<file path="src/rtl/nn_load_sched.sv">
// Streams a 3-layer network's weights and biases from a config port into addressed strobes.
// Optional end-of-load checksum word: define NN_LOAD_CHECKSUM_EN.
module nn_load_sched #(
    parameter int data_width = 16,
    parameter int L1_NEURONS = 30,
    parameter int L2_NEURONS = 30,
    parameter int L3_NEURONS = 10,
    parameter int L1_WEIGHTS = 784,
    parameter int L2_WEIGHTS = 30,
    parameter int L3_WEIGHTS = 30
) (
    input  logic                    clk,
    input  logic                    rst,
    input  logic                    start,
    input  logic [data_width-1:0]   cfg_data,
    input  logic                    cfg_valid,
    output logic                    cfg_ready,
    output logic [data_width-1:0]   weight_out,
    output logic                    weight_valid,
    output logic [2*data_width-1:0] bias_out,
    output logic                    bias_valid,
    output logic [1:0]              layer_sel,
    output logic [7:0]              neuron_sel,
    output logic [9:0]              weight_idx,
    output logic                    busy,
    output logic                    done,
    output logic                    start_err,
`ifdef NN_LOAD_CHECKSUM_EN
    output logic                    chk_err,
`endif
    output logic [2:0]              state_dbg
);

    // Handshake: a cfg word transfers on a rising edge where cfg_valid && cfg_ready;
    // cfg_ready depends only on state, and the source must hold cfg_data until it transfers.
    typedef enum logic [2:0] {
        S_IDLE    = 3'd0,
        S_WEIGHT  = 3'd1,
        S_BIAS_LO = 3'd2,
        S_BIAS_HI = 3'd3,
        S_FINISH  = 3'd4
`ifdef NN_LOAD_CHECKSUM_EN
        , S_CHECK = 3'd5
`endif
    } state_t;

    localparam logic [9:0] L1_LAST_W = 10'(L1_WEIGHTS - 1);
    localparam logic [9:0] L2_LAST_W = 10'(L2_WEIGHTS - 1);
    localparam logic [9:0] L3_LAST_W = 10'(L3_WEIGHTS - 1);
    localparam logic [7:0] L1_LAST_N = 8'(L1_NEURONS - 1);
    localparam logic [7:0] L2_LAST_N = 8'(L2_NEURONS - 1);
    localparam logic [7:0] L3_LAST_N = 8'(L3_NEURONS - 1);

    state_t                state, state_nxt;
    logic [1:0]            layer;
    logic [7:0]            neuron;
    logic [9:0]            idx;
    logic [data_width-1:0] bias_lo;
    logic [9:0]            last_w;
    logic [7:0]            last_n;
    logic                  accept;
    logic                  last_neuron_of_net;
`ifdef NN_LOAD_CHECKSUM_EN
    logic [data_width-1:0] sum;
`endif

    always_comb begin
        last_w = L3_LAST_W;
        last_n = L3_LAST_N;
        case (layer)
            2'd0: begin
                last_w = L1_LAST_W;
                last_n = L1_LAST_N;
            end
            2'd1: begin
                last_w = L2_LAST_W;
                last_n = L2_LAST_N;
            end
            default: ;
        endcase
    end

    assign accept             = cfg_valid && cfg_ready;
    assign last_neuron_of_net = (neuron == last_n) && (layer == 2'd2);

    always_ff @(posedge clk) begin
        if (rst) state <= S_IDLE;
        else     state <= state_nxt;
    end

    always_comb begin
        state_nxt = state;
        case (state)
            S_IDLE:    if (start) state_nxt = S_WEIGHT;
            S_WEIGHT:  if (accept && idx == last_w) state_nxt = S_BIAS_LO;
            S_BIAS_LO: if (accept) state_nxt = S_BIAS_HI;
            S_BIAS_HI: begin
                if (accept) begin
`ifdef NN_LOAD_CHECKSUM_EN
                    state_nxt = last_neuron_of_net ? S_CHECK : S_WEIGHT;
`else
                    state_nxt = last_neuron_of_net ? S_FINISH : S_WEIGHT;
`endif
                end
            end
`ifdef NN_LOAD_CHECKSUM_EN
            S_CHECK:   if (accept) state_nxt = (cfg_data == sum) ? S_FINISH : S_IDLE;
`endif
            S_FINISH:  state_nxt = S_IDLE;
            default:   state_nxt = S_IDLE;
        endcase
    end

    always_comb begin
        cfg_ready = 1'b0;
        busy      = (state != S_IDLE);
        done      = (state == S_FINISH);
        state_dbg = state;
        case (state)
            S_WEIGHT, S_BIAS_LO, S_BIAS_HI: cfg_ready = 1'b1;
`ifdef NN_LOAD_CHECKSUM_EN
            S_CHECK:                        cfg_ready = 1'b1;
`endif
            default: ;
        endcase
    end

    // Counters, strobes and the registered address outputs.
    always_ff @(posedge clk) begin
        if (rst) begin
            layer        <= '0;
            neuron       <= '0;
            idx          <= '0;
            bias_lo      <= '0;
            weight_out   <= '0;
            weight_valid <= 1'b0;
            bias_out     <= '0;
            bias_valid   <= 1'b0;
            layer_sel    <= '0;
            neuron_sel   <= '0;
            weight_idx   <= '0;
            start_err    <= 1'b0;
`ifdef NN_LOAD_CHECKSUM_EN
            sum          <= '0;
            chk_err      <= 1'b0;
`endif
        end else begin
            weight_valid <= 1'b0;
            bias_valid   <= 1'b0;
            start_err    <= start && (state != S_IDLE);
`ifdef NN_LOAD_CHECKSUM_EN
            chk_err      <= 1'b0;
`endif
            if (state == S_IDLE && start) begin
                layer  <= '0;
                neuron <= '0;
                idx    <= '0;
`ifdef NN_LOAD_CHECKSUM_EN
                sum    <= '0;
`endif
            end
            if (accept) begin
                case (state)
                    S_WEIGHT: begin
                        weight_out   <= cfg_data;
                        weight_valid <= 1'b1;
                        layer_sel    <= layer;
                        neuron_sel   <= neuron;
                        weight_idx   <= idx;
                        idx          <= (idx == last_w) ? 10'd0 : idx + 10'd1;
`ifdef NN_LOAD_CHECKSUM_EN
                        sum          <= sum + cfg_data;
`endif
                    end
                    S_BIAS_LO: begin
                        bias_lo <= cfg_data;
`ifdef NN_LOAD_CHECKSUM_EN
                        sum     <= sum + cfg_data;
`endif
                    end
                    S_BIAS_HI: begin
                        bias_out   <= {cfg_data, bias_lo};
                        bias_valid <= 1'b1;
                        layer_sel  <= layer;
                        neuron_sel <= neuron;
`ifdef NN_LOAD_CHECKSUM_EN
                        sum        <= sum + cfg_data;
`endif
                        if (neuron != last_n) begin
                            neuron <= neuron + 8'd1;
                        end else if (layer != 2'd2) begin
                            layer  <= layer + 2'd1;
                            neuron <= '0;
                        end
                    end
`ifdef NN_LOAD_CHECKSUM_EN
                    S_CHECK: chk_err <= (cfg_data != sum);
`endif
                    default: ;
                endcase
            end
        end
    end

endmodule
</file>
<file path="config.mk">
export PLATFORM = sky130hd
export DESIGN_NAME = nn_load_sched
export DESIGN_NICKNAME = d
export VERILOG_FILES = /design/src/rtl/nn_load_sched.sv
export SDC_FILE = /design/constraint.sdc
export NUM_CORES = 1
export LEC_CHECK = 0
export CELL_PAD_IN_SITES_DETAIL_PLACEMENT = 1
export CELL_PAD_IN_SITES_GLOBAL_PLACEMENT = 2
export CORE_MARGIN = 3
export CORE_UTILIZATION = 31
export DETAILED_ROUTE_END_ITERATION = 16
export GPL_TIMING_DRIVEN = 0
export PLACE_DENSITY = 0.94
export SLEW_MARGIN = 30
export SYNTH_ARGS = -nofsm -noshare
export SYNTH_HDL_FRONTEND = slang
export SYNTH_SLANG_ARGS = --single-unit
</file>
<file path="constraint.sdc">
create_clock -name clk -period 4.4 [get_ports clk]
set_clock_uncertainty 0.05 [all_clocks]
set_input_delay 0.88 -clock clk [delete_from_list [all_inputs] [get_ports clk]]
set_output_delay 0.88 -clock clk [all_outputs]
set_load 0.005 [all_outputs]
</file>
==> metrics.txt, run 1 <==
status finished clean; post-synth top area cell dfxtp_1; footprint of the multi-input gates slightly below 2000 sq um; endpoint class of the critical path output port; Initial DRC Count between 100 and 150; Layout area overhead 33.7%; GRT overflow 0; Leakage ~1.9 nW; CTS clk-pin slew, worst paths roughly 0.08 ns; Routability Congestion ~0.78; CP Launch Type register; CTS tree yes; Hold Startpoint bias_out[20]; reg-to-reg setup timing slack approximately 2.5 ns; cell family with most CP delay buffers and inverters; Hold Crit Class register to register; share of cells above drive strength 1 under 10%; maximum vdd drop 0.000146 V; RR Startpoint state_dbg[0]; most frequent cell after synthesis nand2_1; Avg Inst Size Synth approximately 8.2 sq um; Power Density around 330 nW/um^2; Post-Route Setup TNS 0 ns; synthesized cell area between 4000 and 5000 sq um; Slew Limit Fails 0; number of synthesized register bits 110; initial antenna violation count 0; DRC violations left 0; ys async rst share 0%; Hold EP bias_out[20]; Tmin final about 2.7 ns; Die Area 15,400 sq um; Yosys top cell area share 50.9%; post-detailed-routing wire length about 13,000 um; CTS root buf clkbuf_16; worst path required time 3.47 ns; Critical Path AT 1.81 ns; Max clock buf depth 2; Setup CP Type register to output port; CTS HTree Levels 3; first-pass GRT wire length 21,200 um; Final Util 43.0%; Final Setup Violations 0; Die Height roughly 120 um; fin cells approximately 820; Synth Flop Type dfxtp_1; via count 4,048; pin count of the biggest net entering global routing 21; vias per cell a little under 5; Seq/Total Area, Yosys 50.9%; highest clock rate 365 MHz; cts hold-fix bufs 0; # Post-CTS Setup Buffers 0; max_cap viols 0; cell depth of the worst min-delay path 2; buffer and inverter count on the worst path 2; Yosys cell types 54; CTS Buf Count 9; synth top area cells dfxtp_1, nand2_1, a21oi_1; FF-to-FF path depth 5; FF-to-FF End bias_out[30]; post-DP HPWL approximately 10000 um; crit path cell chain buf_2 > or3_1 > clkdlybuf4s50_1; Antenna Cells 0; Starting Density roughly a third; CP max FO 10; nets 659; Final period util 62.3%; Die X-Extent 124 um; fillers 1,657; vias in the first global route 4,259; Reg area between 2000 and 2500 sq um; remaining antenna violation count 0; YS warnings 0; placed cells 801; highest-delay cell along the critical path clkdlybuf4s50_1; Synth top cells by count nand2_1, dfxtp_1, a21oi_1; core area 13,500 sq um; worst-margin pin slew between 0.6 and 0.7 ns; Tot GR Track Use 17.6%; placed inst area approximately 5500 sq um; CP max stage delay between 0.4 and 0.5 ns; count of input and output buffers 95; wire per inst ~16 um; Slew headroom between 50% and 60%; syn_nets roughly 550; Worst-Skew Late Latency 0.36 ns; post-route design area 5790 sq um; Hold Vio Cnt, Final 0; unrepaired setup endpoints after global routing false; Rows 42; Cells after Synth 530; I/O pin count 97; Post-synth EDFFs 0; clock sinks 110; First-pass DRT Iterations 4; cts repair resizes 0
## worst max path at each step
stage,depth (start not counted),endpoint,start
2_1_floorplan,4,layer_sel[0],rst
3_3_place_gp,6,bias_out[23],cfg_valid
3_5_place_dp,6,bias_out[30],cfg_valid
4_1_cts,3,busy,state_dbg[2]
5_1_grt,4,done,state_dbg[1]
6_report,3,busy,state_dbg[2]
## power by group
group	internal, mW	switching (mW)	leakage (nW)	total, mW
Combinational	0.0436	0.0586	0.902	0.102
Sequential	1.00	0.00656	0.888	1.01
Clock	0.398	0.405	0.136	0.803
## cell usage in the layout, fill, tap and decap left out, drive strengths merged, types with 2 or more instances in the layout
cell type	instances
nand2	166
dfxtp	110
clkdlybuf4s50	95
a21oi	79
nor2	27
clkbuf	27
nand3	17
buf	16
inv	11
mux2i	10
o21ai	10
o211ai	9
nor3	9
nor4b	4
or3	3
xnor2	3
nand4	3
and3	3
ha	3
nor3b	3
nand3b	3
or2	3
or4	3
and2	2
o22ai	2
clkinvlp	2
nor4	2
## cell type report
type                       instances  share of cell area, %
sequential                       110                   38.0
multi-input combinational        379                   33.8
timing repair buffer              95                   16.4
clock buffer                       9                   3.89
tap                              176                   3.80
buffer                            34                   2.49
clock inverter                     7                   1.10
inverter                           7                  0.454
## routing by layer
layer,part of all wire [%],vias up,global-route usage [%]
li1,-,1995,-
met3,4.3,16,3.32
met2,51,73,31.1
met4,1.7,0,6.71
met1,43,1964,21.2
met5,0,-,0
## worst reg2reg max path, delay by kind of cell, from the launching register on
family	cells	cell delay, ns
buffers and inverters	2	0.73
AND/OR/NAND/NOR	2	0.50
flip-flops	1	0.41
AO/OA/AOI/OAI	1	0.15
## flip-flops by register name (all words and copies together), names as in the netlist
register / count
state_dbg: 3
neuron: 8
weight_out: 16
idx: 10
layer_sel: 2
bias_out: 32
weight_valid: 1
start_err: 1
weight_idx: 10
neuron_sel: 8
layer: 2
bias_lo: 16
bias_valid: 1
## per-stage QoR
step	total power [mW]	hold WS [ns]	setup WS, ns
CTS	1.94	0.410	1.63
global route	2.00	0.422	1.52
global placement	1.13	0.387	1.53
finish	1.91	0.406	1.66
detailed placement	1.14	0.399	1.50
floorplan	1.08	0.382	2.45
## cells by family after synthesis
logic type      after synthesis  synth area share (%)
simple gates                254                  27.3
fa+ha+maj                     3                 0.867
flops                       110                  50.9
compound gates              107                  13.6
mux                          11                  2.66
buf+inv                      41                  3.93
xor+xnor                      4                 0.810
Power figures use the tool's default switching activity.
==> run 2, diff against run 1 <==
CORE_UTILIZATION = 29   (was 31)
PLACE_DENSITY = 0.89   (was 0.94)
clock period = 2.78 ns   (was 4.4 ns; I/O delays follow)
==> run 2 against run 1 <==
Effect of this change: final area is 0.65% higher; critical endpoint unchanged; first-iteration DRC count up 7.6%; combinational power is 61% higher; hold slack better by 0.0025 ns; via count is essentially flat; die area rose by 6.6%; worst setup slack lost 1.3 ns; largest cell class unchanged.
==> metrics.txt, run 2 (synthesis results as in run 1) <==
status finished clean; commonest non-fill, non-tap cell in the layout nand2_1; CTS HTree Levels 3 (unchanged); Worst-Skew Late Latency 0.35 ns (about the same); placed inst area 5510 sq um (+0.18%); CTS Buf Count 9 (unchanged); Max clock buf depth 2 (unchanged); Tot GR Track Use 16.4% (-1.2 points); highest-delay cell along the critical path clkdlybuf4s50_1; post-detailed-routing wire length 13,100 um (+0.41%); RR Startpoint neuron[0]; WL met3 538 um (-3.2%); maximum vdd drop 0.000269 V (+85%); remaining antenna violation count 0 (unchanged); Setup CP Type register to output port; via count 4,051 (+0.074%); CP Launch Type register; post-DP HPWL 9810 um (+0.18%); vias in the first global route 4,253 (-0.14%); Power Density 536 nW/um^2 (+62%); pin count of the biggest net entering global routing 21 (unchanged); DRC violations left 0 (unchanged); Hold Vio Cnt, Final 0 (unchanged); I/O pin count 97 (unchanged); Hold Slack 0.408 ns (+0.00246 ns); nets 659 (unchanged); max_cap viols 0 (unchanged); highest clock rate ~400 MHz; buffer and inverter count on the worst path 2 (unchanged); CP startpoint state_dbg[2]; Starting Density 29.7% (-2.5 points); Layout area overhead 34.6%; Routability Congestion 0.764 (-2.3%); CP max stage delay 0.47 ns (about the same); CTS tree yes; Die Area 16,400 sq um (+6.6%); Final period util 88.5%; worst path required time 2.17 ns (-1.30 ns); post-route design area 5830 sq um (+0.65%); cts repair resizes 0 (unchanged); placed cells 809 (+1.0%); most frequent cells in the layout nand2_1, dfxtp_1, clkdlybuf4s50_1, a21oi_1, nor2_1; endpoint class of the critical path output port; initial antenna violation count 0 (unchanged); Place WS 0.182 ns (-1.32 ns); met1 wire length 5870 um (+4.5%); fillers 1,745 (+5.3%); highest metal used met4; share of cells above drive strength 1 6.86% (unchanged); Slew Limit Fails 0 (unchanged); Largest regs bias_out x32, bias_lo x16, weight_out x16; Hold Startpoint weight_idx[4]; Post-Route Setup TNS 0 ns (unchanged); Routed met2 length 6430 um (-3.4%); # Post-CTS Setup Buffers 0 (unchanged); Rows 44 (+4.8%); Biggest register bias_out; wire per inst 15.9 um (-0.56%); cts hold-fix bufs 0 (unchanged); CP max FO 10 (unchanged); cell family with most CP delay buffers and inverters; max reg flops 32 (unchanged); Leakage 1.93 nW (+0.41%); Die Height 128 um (+3.2%); Critical Path AT 1.86 ns (+0.05 ns); Final Setup Violations 0 (unchanged); crit path cell chain buf_2 > or3_1 > clkdlybuf4s50_1; clock sinks 110 (unchanged); Hold Crit Class register to register; CTS clk-pin slew, worst paths 0.07 ns (about the same); worst-margin pin slew 0.654 ns (+0.0373 ns); vias per cell 4.91 (-0.90%); First-pass DRT Iterations 4 (unchanged); core area 14,600 sq um (+8.4%); Tmin final approximately 2.5 ns; Initial DRC Count 155 (+7.6%); first-pass GRT wire length 21,500 um (+1.7%); count of input and output buffers 95 (unchanged); Antenna Cells 0 (unchanged); CTS root buf clkbuf_16; GRT overflow 0 (unchanged); Slew headroom 56.4% (-2.3 points); unrepaired setup endpoints after global routing false; Die X-Extent 128 um (+3.2%); Final WS setup 0.319 ns (-1.34 ns); fin cells 825 (+0.98%)
==> run 2: cell count changes in the layout (fill, tap and decap cells not counted) <==
| cell | previous run | this run |
|---|---|---|
| clkinv_8 | 0 | 1 |
| clkinv_4 | 1 | 0 |
| bufinv_16 | 0 | 1 |
| clkinvlp_4 | 2 | 3 |
| inv_6 | 2 | 0 |
==> run 2: final cells by class <==
type | count | area [sq um] | area share [%]
Buffer | 34 | 144 | 2.47
Clock buffer | 9 | 225 | 3.87
Clock inverter | 7 | 91.3 | 1.57
Inverter | 7 | 26.3 | 0.451
Multi-Input combinational cell | 379 | 1960 | 33.6
Sequential cell | 110 | 2200 | 37.8
Tap cell | 184 | 230 | 3.95
Timing Repair Buffer | 95 | 951 | 16.3
==> run 2: worst min-delay path, cell delays in order, from the launching register on <==
cell     delay [ns]
dfxtp_1        0.31
nand2_1        0.05
a21oi_1        0.05
==> run 2: power breakdown <==
group          internal, mW  total [mW]  leakage, nW  switching, mW
Combinational        0.0692       0.164        0.902         0.0944
Sequential             1.59        1.60        0.888        0.00911
Clock                 0.720        1.36        0.144          0.642
==> run 2: per-stage QoR <==
| step | util (%) | total power [mW] |
|---|---|---|
| after floorplan | - | 1.70 |
| after global placement | 37.8 | 1.80 |
| after detailed placement | 37.8 | 1.80 |
| after CTS | 39.9 | 3.17 |
| after global routing | 39.9 | 3.25 |
| final | 39.9 | 3.12 |
==> run 2: final timing paths <==
kind,depth (start not counted),endpoint,slack (ns)
max,3,busy,0.32
min,2,weight_idx[4],0.41
max reg2reg,6,layer[1],0.86
min reg2reg,2,weight_idx[4],0.41
==> run 2: per-layer routing <==
| metal | up-vias | track usage, % |
|---|---|---|
| met2 | 78 | 28.2 |
| met4 | 0 | 6.18 |
| met3 | 22 | 3.42 |
| met1 | 1956 | 20.2 |
| met5 | - | 0 |
| li1 | 1995 | - |
